File: src/rtl/wt_dcache_inval_seq.sv
// wt_dcache_inval_seq: full-flush and single-line invalidation sequencer for dcache write port 0
module wt_dcache_inval_seq #(
  parameter int unsigned NumIdx       = 256,
  parameter int unsigned NumWays      = 8,
  parameter bit          FlushOnReset = 1'b1,
  parameter int unsigned TagWidth     = 44,
  localparam int unsigned IdxWidth    = $clog2(NumIdx)
) (
  input  logic                clk_i,
  input  logic                rst_i,
  input  logic                flush_i,
  output logic                flush_ack_o,
  input  logic                inval_vld_i,
  input  logic [IdxWidth-1:0] inval_idx_i,
  input  logic [NumWays-1:0]  inval_way_oh_i,
  output logic                inval_ack_o,
  output logic                busy_o,
  output logic                wr_cl_vld_o,
  output logic [NumWays-1:0]  wr_cl_we_o,
  output logic [IdxWidth-1:0] wr_cl_idx_o,
  output logic [TagWidth-1:0] wr_cl_tag_o,
  output logic [NumWays-1:0]  wr_vld_bits_o,
  input  logic                wr_cl_gnt_i
);
  typedef enum logic [1:0] {IDLE = 2'd0, FLUSH = 2'd1, INVAL = 2'd2} state_e;
  state_e state_q, state_d;
  logic [IdxWidth-1:0] cnt_q, cnt_d, inv_idx_q, inv_idx_d;
  logic [NumWays-1:0] inv_way_q, inv_way_d;
  logic flush_pend_q, flush_pend_d;
  logic last, done, go, want_flush, cap;
  always_comb begin
    last         = cnt_q == IdxWidth'(NumIdx - 1);
    done         = state_q == FLUSH && wr_cl_gnt_i && last;
    go           = state_q == IDLE || done;
    want_flush   = flush_pend_q | flush_i;
    cap          = go && !want_flush && inval_vld_i;
    state_d      = go ? (want_flush ? FLUSH : inval_vld_i ? INVAL : IDLE)
                 : (state_q == INVAL && wr_cl_gnt_i) ? IDLE : state_q;
    cnt_d        = (go && want_flush) ? '0
                 : (state_q == FLUSH && wr_cl_gnt_i) ? cnt_q + IdxWidth'(1) : cnt_q;
    flush_pend_d = (go && want_flush) ? flush_pend_q & flush_i : want_flush;
    inv_idx_d    = cap ? inval_idx_i : inv_idx_q;
    inv_way_d    = cap ? inval_way_oh_i : inv_way_q;
  end
  always_ff @(posedge clk_i) begin
    if (rst_i) begin
      state_q      <= IDLE;
      cnt_q        <= '0;
      inv_idx_q    <= '0;
      inv_way_q    <= '0;
      flush_pend_q <= FlushOnReset;
    end else begin
      state_q      <= state_d;
      cnt_q        <= cnt_d;
      inv_idx_q    <= inv_idx_d;
      inv_way_q    <= inv_way_d;
      flush_pend_q <= flush_pend_d;
    end
  end
  assign wr_cl_vld_o   = state_q != IDLE;
  assign wr_cl_we_o    = state_q == FLUSH ? {NumWays{1'b1}} : state_q == INVAL ? inv_way_q : '0;
  assign wr_cl_idx_o   = state_q == FLUSH ? cnt_q : state_q == INVAL ? inv_idx_q : '0;
  assign wr_cl_tag_o   = '0;
  assign wr_vld_bits_o = '0;
  assign flush_ack_o   = !rst_i && done;
  assign inval_ack_o   = !rst_i && state_q == INVAL && wr_cl_gnt_i;
  assign busy_o        = state_q != IDLE || flush_pend_q;
endmodule

File: config.mk
export PLATFORM = sky130hd
export DESIGN_NAME = wt_dcache_inval_seq
export DESIGN_NICKNAME = d
export VERILOG_FILES = /design/src/rtl/wt_dcache_inval_seq.sv
export SDC_FILE = /design/constraint.sdc
export NUM_CORES = 1
export LEC_CHECK = 0
export ABC_AREA = 1
export BUFFER_PORTS_ARGS = -buffer_cell sky130_fd_sc_hd__buf_4
export CORE_MARGIN = 5
export CORE_UTILIZATION = 46
export DETAILED_ROUTE_END_ITERATION = 8
export PLACE_DENSITY = 0.8
export SYNTH_ARGS = -nofsm -noshare
export SYNTH_HDL_FRONTEND = slang
export SYNTH_SLANG_ARGS = --single-unit
File: constraint.sdc
create_clock -name clk_i -period 1.9 [get_ports clk_i]
set_input_delay 0.38 -clock clk_i [delete_from_list [all_inputs] [get_ports clk_i]]
set_output_delay 0.38 -clock clk_i [all_outputs]
set_load 0.03 [all_outputs]
# --- After elaboration in Yosys (flattened, before gate mapping) ---
# Index checks and enable logic that the tools add are counted.
op_classes:
  n_reduce_logical: 17
  bitwise: 2
  n_addsub: 1
  muxes: 9
  eq_ne: 3
op_table:
  columns: ["op", "count"]
  rows:
  - ["$mux 8", 4]
  - ["$logic_and 1x1->1", 9]
  - ["$add 8x1->8 const B", 1]
  - ["$eq 8x8->1 const B", 1]
  - ["$mux 2", 4]
  - ["$reduce_bool 2->1", 2]
  - ["$eq 2x1->1 const B", 1]
  - ["$eq 2x2->1 const B", 1]
  - ["$logic_not 1->1", 2]
  - ["$logic_not 2->1", 1]
  - ["$logic_or 1x1->1", 2]
  - ["$reduce_or 2->1", 1]
  - ["$and 1x1->1", 1]
  - ["$mux 1", 1]
  - ["$or 1x1->1", 1]
totals:
  register_bits: 27
  word_cells: 37

# --- Logic depth before layout (Yosys ltp) ---
depth:
  depth_word: 6
  mapped_depth: 10
  depth_no_buf: 9

# --- Least setup slack after synthesis ---
# No wires, ideal clock.
synth_timing:
  path_kind: "flip-flop to output port"
  startpoint: "register state_q[1]"
  endpoint: "output port inval_ack_o"
  t_arrival_ns: 1.457
  n_path_buf: 1
  slack_ns: 0.063
  stages_incl_launch_ff: 4
  t_required_ns: 1.520
  path_cell_list: "dfxtp_1 buf_6 clkinv_4 nor4_1"
synth_between:
  elab_chain_len: 3
synth_rtl:
  columns: ["element", "line_no", "text"]
  rows:
  - ["start: declaration", "26", "state_e state_q, state_d;"]
  - ["start signal: assignment", "53", "state_q <= state_d;"]
  - ["$eq 2x2->1", "66", "assign inval_ack_o = !rst_i && state_q == INVAL && wr_cl_gnt_i;"]
  - ["$logic_and 1x1->1 (2 in a row)", "66", null]
  - ["end: declaration", "16", "output logic inval_ack_o,"]
# No other way between the ends.

# --- Worst setup path after layout ---
layout_timing:
  startpoint: "register state_q[0]"
  endpoint: "output port busy_o"
layout_between:
  elab_chain_len: 2
layout_rtl:
  columns: ["element", "line_no", "text"]
  rows:
  - ["$reduce_bool 2->1", "67", "assign busy_o = state_q != IDLE || flush_pend_q;"]
  - ["$logic_or 1x1->1", "67", null]
  - ["end: declaration", "17", "output logic busy_o,"]
# No other way between the ends.

==> results.yml <==
synth:
  syn_area_um2: 1880
  yosysMostFrequentCell: "buf_4"
  ys.flop_type: "dfxtp_1"
  yosysTopAreaCell: "dfxtp_1"
  syn_avg_cell_area_um2: 6.81
  synth-edff-count: 0
  ys_types: 27
  synth_common_cells: "buf_4 (53), nand2_1 (43), nand3_1 (38), inv_1 (28), nor2_1 (28)"
  synth_cells: 276
  yosysTopAreaCellShare: 0.288
  ys_seq_area_frac: 0.288
  async_flop_share: 0
  ys_ff_latch: 27
  netlist_top_cells_area: "dfxtp_1 (29%), buf_4 (21%), nand3_1 (10%)"
  yosysWarnings: 0
floorplanning:
  dieArea_um2: 5460
  io_pins: 93
  die_y_um: 73.9
  start_util: 0.473
  die_w_um: 73.9
  core-area_um2: 3970
  num_rows: 23
setup_path:
  r2r-start: "cnt_q[0]$_SDFFE_PP0P_"
  crit_buf_inv: 2
  critPathTopFamily: "simple AND/OR/NAND/NOR gates"
  path_class: "reg -> out"
  rr_worst_depth: 8
  start_kind: "flop"
  r2r_setup_slack_ps: 330
  timing.rr.end: "state_q[1]$_SDFFE_PP0P_"
  critPathMaxStageDelay_ps: 390
  cp-end-kind: "primary output"
  worstPathCellList: "inv_4 -> nand2_1 -> or2_2 -> buf_4"
  slowest_stage: "dfxtp_2"
  crit_fanout: 17
  cp.arrival_ps: 1420
  crit_required_ps: 1520
place:
  numPortBuffers: 40
  place_congestion: 0.908
  pre_cts_ws_ps: 145
  dp.cells: 357
  dp_hpwl_um: 2960
clock_network:
  hold_buffers: 0
  cts_max_path_buffers: 2
  clock-root-buffer: "clkbuf_8"
  clk_latency_ps: 260
  cts.sinks: 27
  htreeDepth: 1
  cts_buffers: 3
  post_cts_buffers: 0
  clk_pin_slew_worst_paths_ps: 90
  cts_tree: "built"
final_layout:
  fill_cells: 417
  layout-drive-gt1-share: 0.203
  seqCellArea_um2: 547
  fin_cells: 361
  fin_nets: 334
  multi_input_area_um2: 946
  syn_to_final_growth_pct: 9.99
  diodes: 0
pwr:
  p_per_area_nw_per_um2: 638
  p_leak_nw: 1.05
  ir_drop_mv: 0.412
timing:
  rsz0062_at_grt: "no"
  fin_worst_skew_ps: 2.64
  period_needed_ps: 1800
  finalHoldViolations: 0
  report.final.slew_viol_count: 0
  fin_crit_sh: 0.950
  setup_ws_ps: 95.8
  holdWs_ps: 319
  setup_violations: 0
  fmax_mhz: 554
global_route:
  grt_overflow: 0
  grt_start_max_net_pins: 34
  antenna_found_initial: 0
  grt_first_pass_wirelength_um: 5840
  grt_pass1_vias: 1350
  grt.total_usage: 0.131
route:
  via_count: 1565
  finalWirelength_um: 3710
  top_layer_used: "met4"
  wl_met1_um: 1450
  wire_per_inst_um: 10.3
  detail_route.first_pass.iterations: 4
  wl_met3_um: 316
  drtAntennaViolNets: 0
  drt-initial-drc-count: 29
  drcViolationCount: 0
  met2_length_um: 1930
  routed_via_density: 4.34
worst_hold_path:
  min_from: "rst_i"
  holdPathStages: 2
  min-delay-path-class: "in -> reg"
  hold_end: "state_q[1]$_SDFFE_PP0P_"
status:
  status: "completed"
job:
  drv_cap: 0
## layer usage
layer  vias to the layer above  track usage
met5                         -            0
li1                        824            -
met2                        59        0.243
met3                         2       0.0246
met1                       680        0.160
met4                         0       0.0121
## timing repair
action                                  CTS  global route
endpoints found under the hold margin     0             0
resized for setup                         3             7
endpoints found under the setup margin    8             2
pin swaps                                 0             1
## logic make-up after synthesis
| group | Yosys count | synth area share |
|---|---|---|
| AO/OA/AOI/OAI | 29 | 0.0792 |
| XOR/XNOR | 4 | 0.0186 |
| adder cells (fa/ha/maj) | 1 | 0.00666 |
| buffers and inverters | 95 | 0.316 |
| flip-flops | 27 | 0.288 |
| other | 1 | 0.00200 |
| AND/OR/NAND/NOR | 119 | 0.290 |
## final cells by class
cell class / instances / share of cell area
Clock buffer: 4 / 0.0218
Sequential cell: 27 / 0.265
Inverter: 31 / 0.0599
Multi-Input combinational cell: 205 / 0.458
Timing Repair Buffer: 44 / 0.166
Tap cell: 50 / 0.0303
## sequential cells by signal (all words and copies together), names as in the netlist
| register | count |
|---|---|
| cnt_q | 8 |
| inv_idx_q | 8 |
| inv_way_q | 8 |
| state_q | 2 |
| flush_pend_q | 1 |
## worst max-delay path by stage
| stage | startpoint | to | depth (start not counted) |
|---|---|---|---|
| floorplan | state_q[1]$_SDFFE_PP0P_ | inval_ack_o | 3 |
| global placement | state_q[0]$_SDFFE_PP0P_ | wr_cl_idx_o[6] | 3 |
| detailed placement | state_q[0]$_SDFFE_PP0P_ | wr_cl_idx_o[6] | 3 |
| CTS | state_q[0]$_SDFFE_PP0P_ | busy_o | 4 |
| global route | cnt_q[0]$_SDFFE_PP0P_ | flush_ack_o | 6 |
| finish | state_q[0]$_SDFFE_PP0P_ | busy_o | 4 |
## per-stage QoR
stage	utilization	power (mW)	setup TNS (ps)	area, um2
after floorplan	-	1.01	0	2070
after global placement	0.504	1.00	0	2000
after detailed placement	0.504	1.01	0	2000
after CTS	0.517	1.32	-3.07	2050
after global routing	0.520	1.38	0	2070
final	0.520	1.32	0	2070
## power breakdown
part,internal (mW),leakage [nW],switching (mW)
Clock,0.150,0.0228,0.169
Combinational,0.0999,0.803,0.303
Sequential,0.581,0.220,0.0154
Total,0.831,1.05,0.487
## placed cells by master (no fill, tap or decap), drive strengths merged
cell and count:
clkinv 2, nand3 39, conb 52, inv 29, xor2 4, buf 44
nor3 1, ha 1, a21oi 19, nor2 30, clkbuf 4, nor4 1
o21ai 10, nand2 46, dfxtp 27, or2 2
Note: power is estimated with default switching activity, not from simulation.
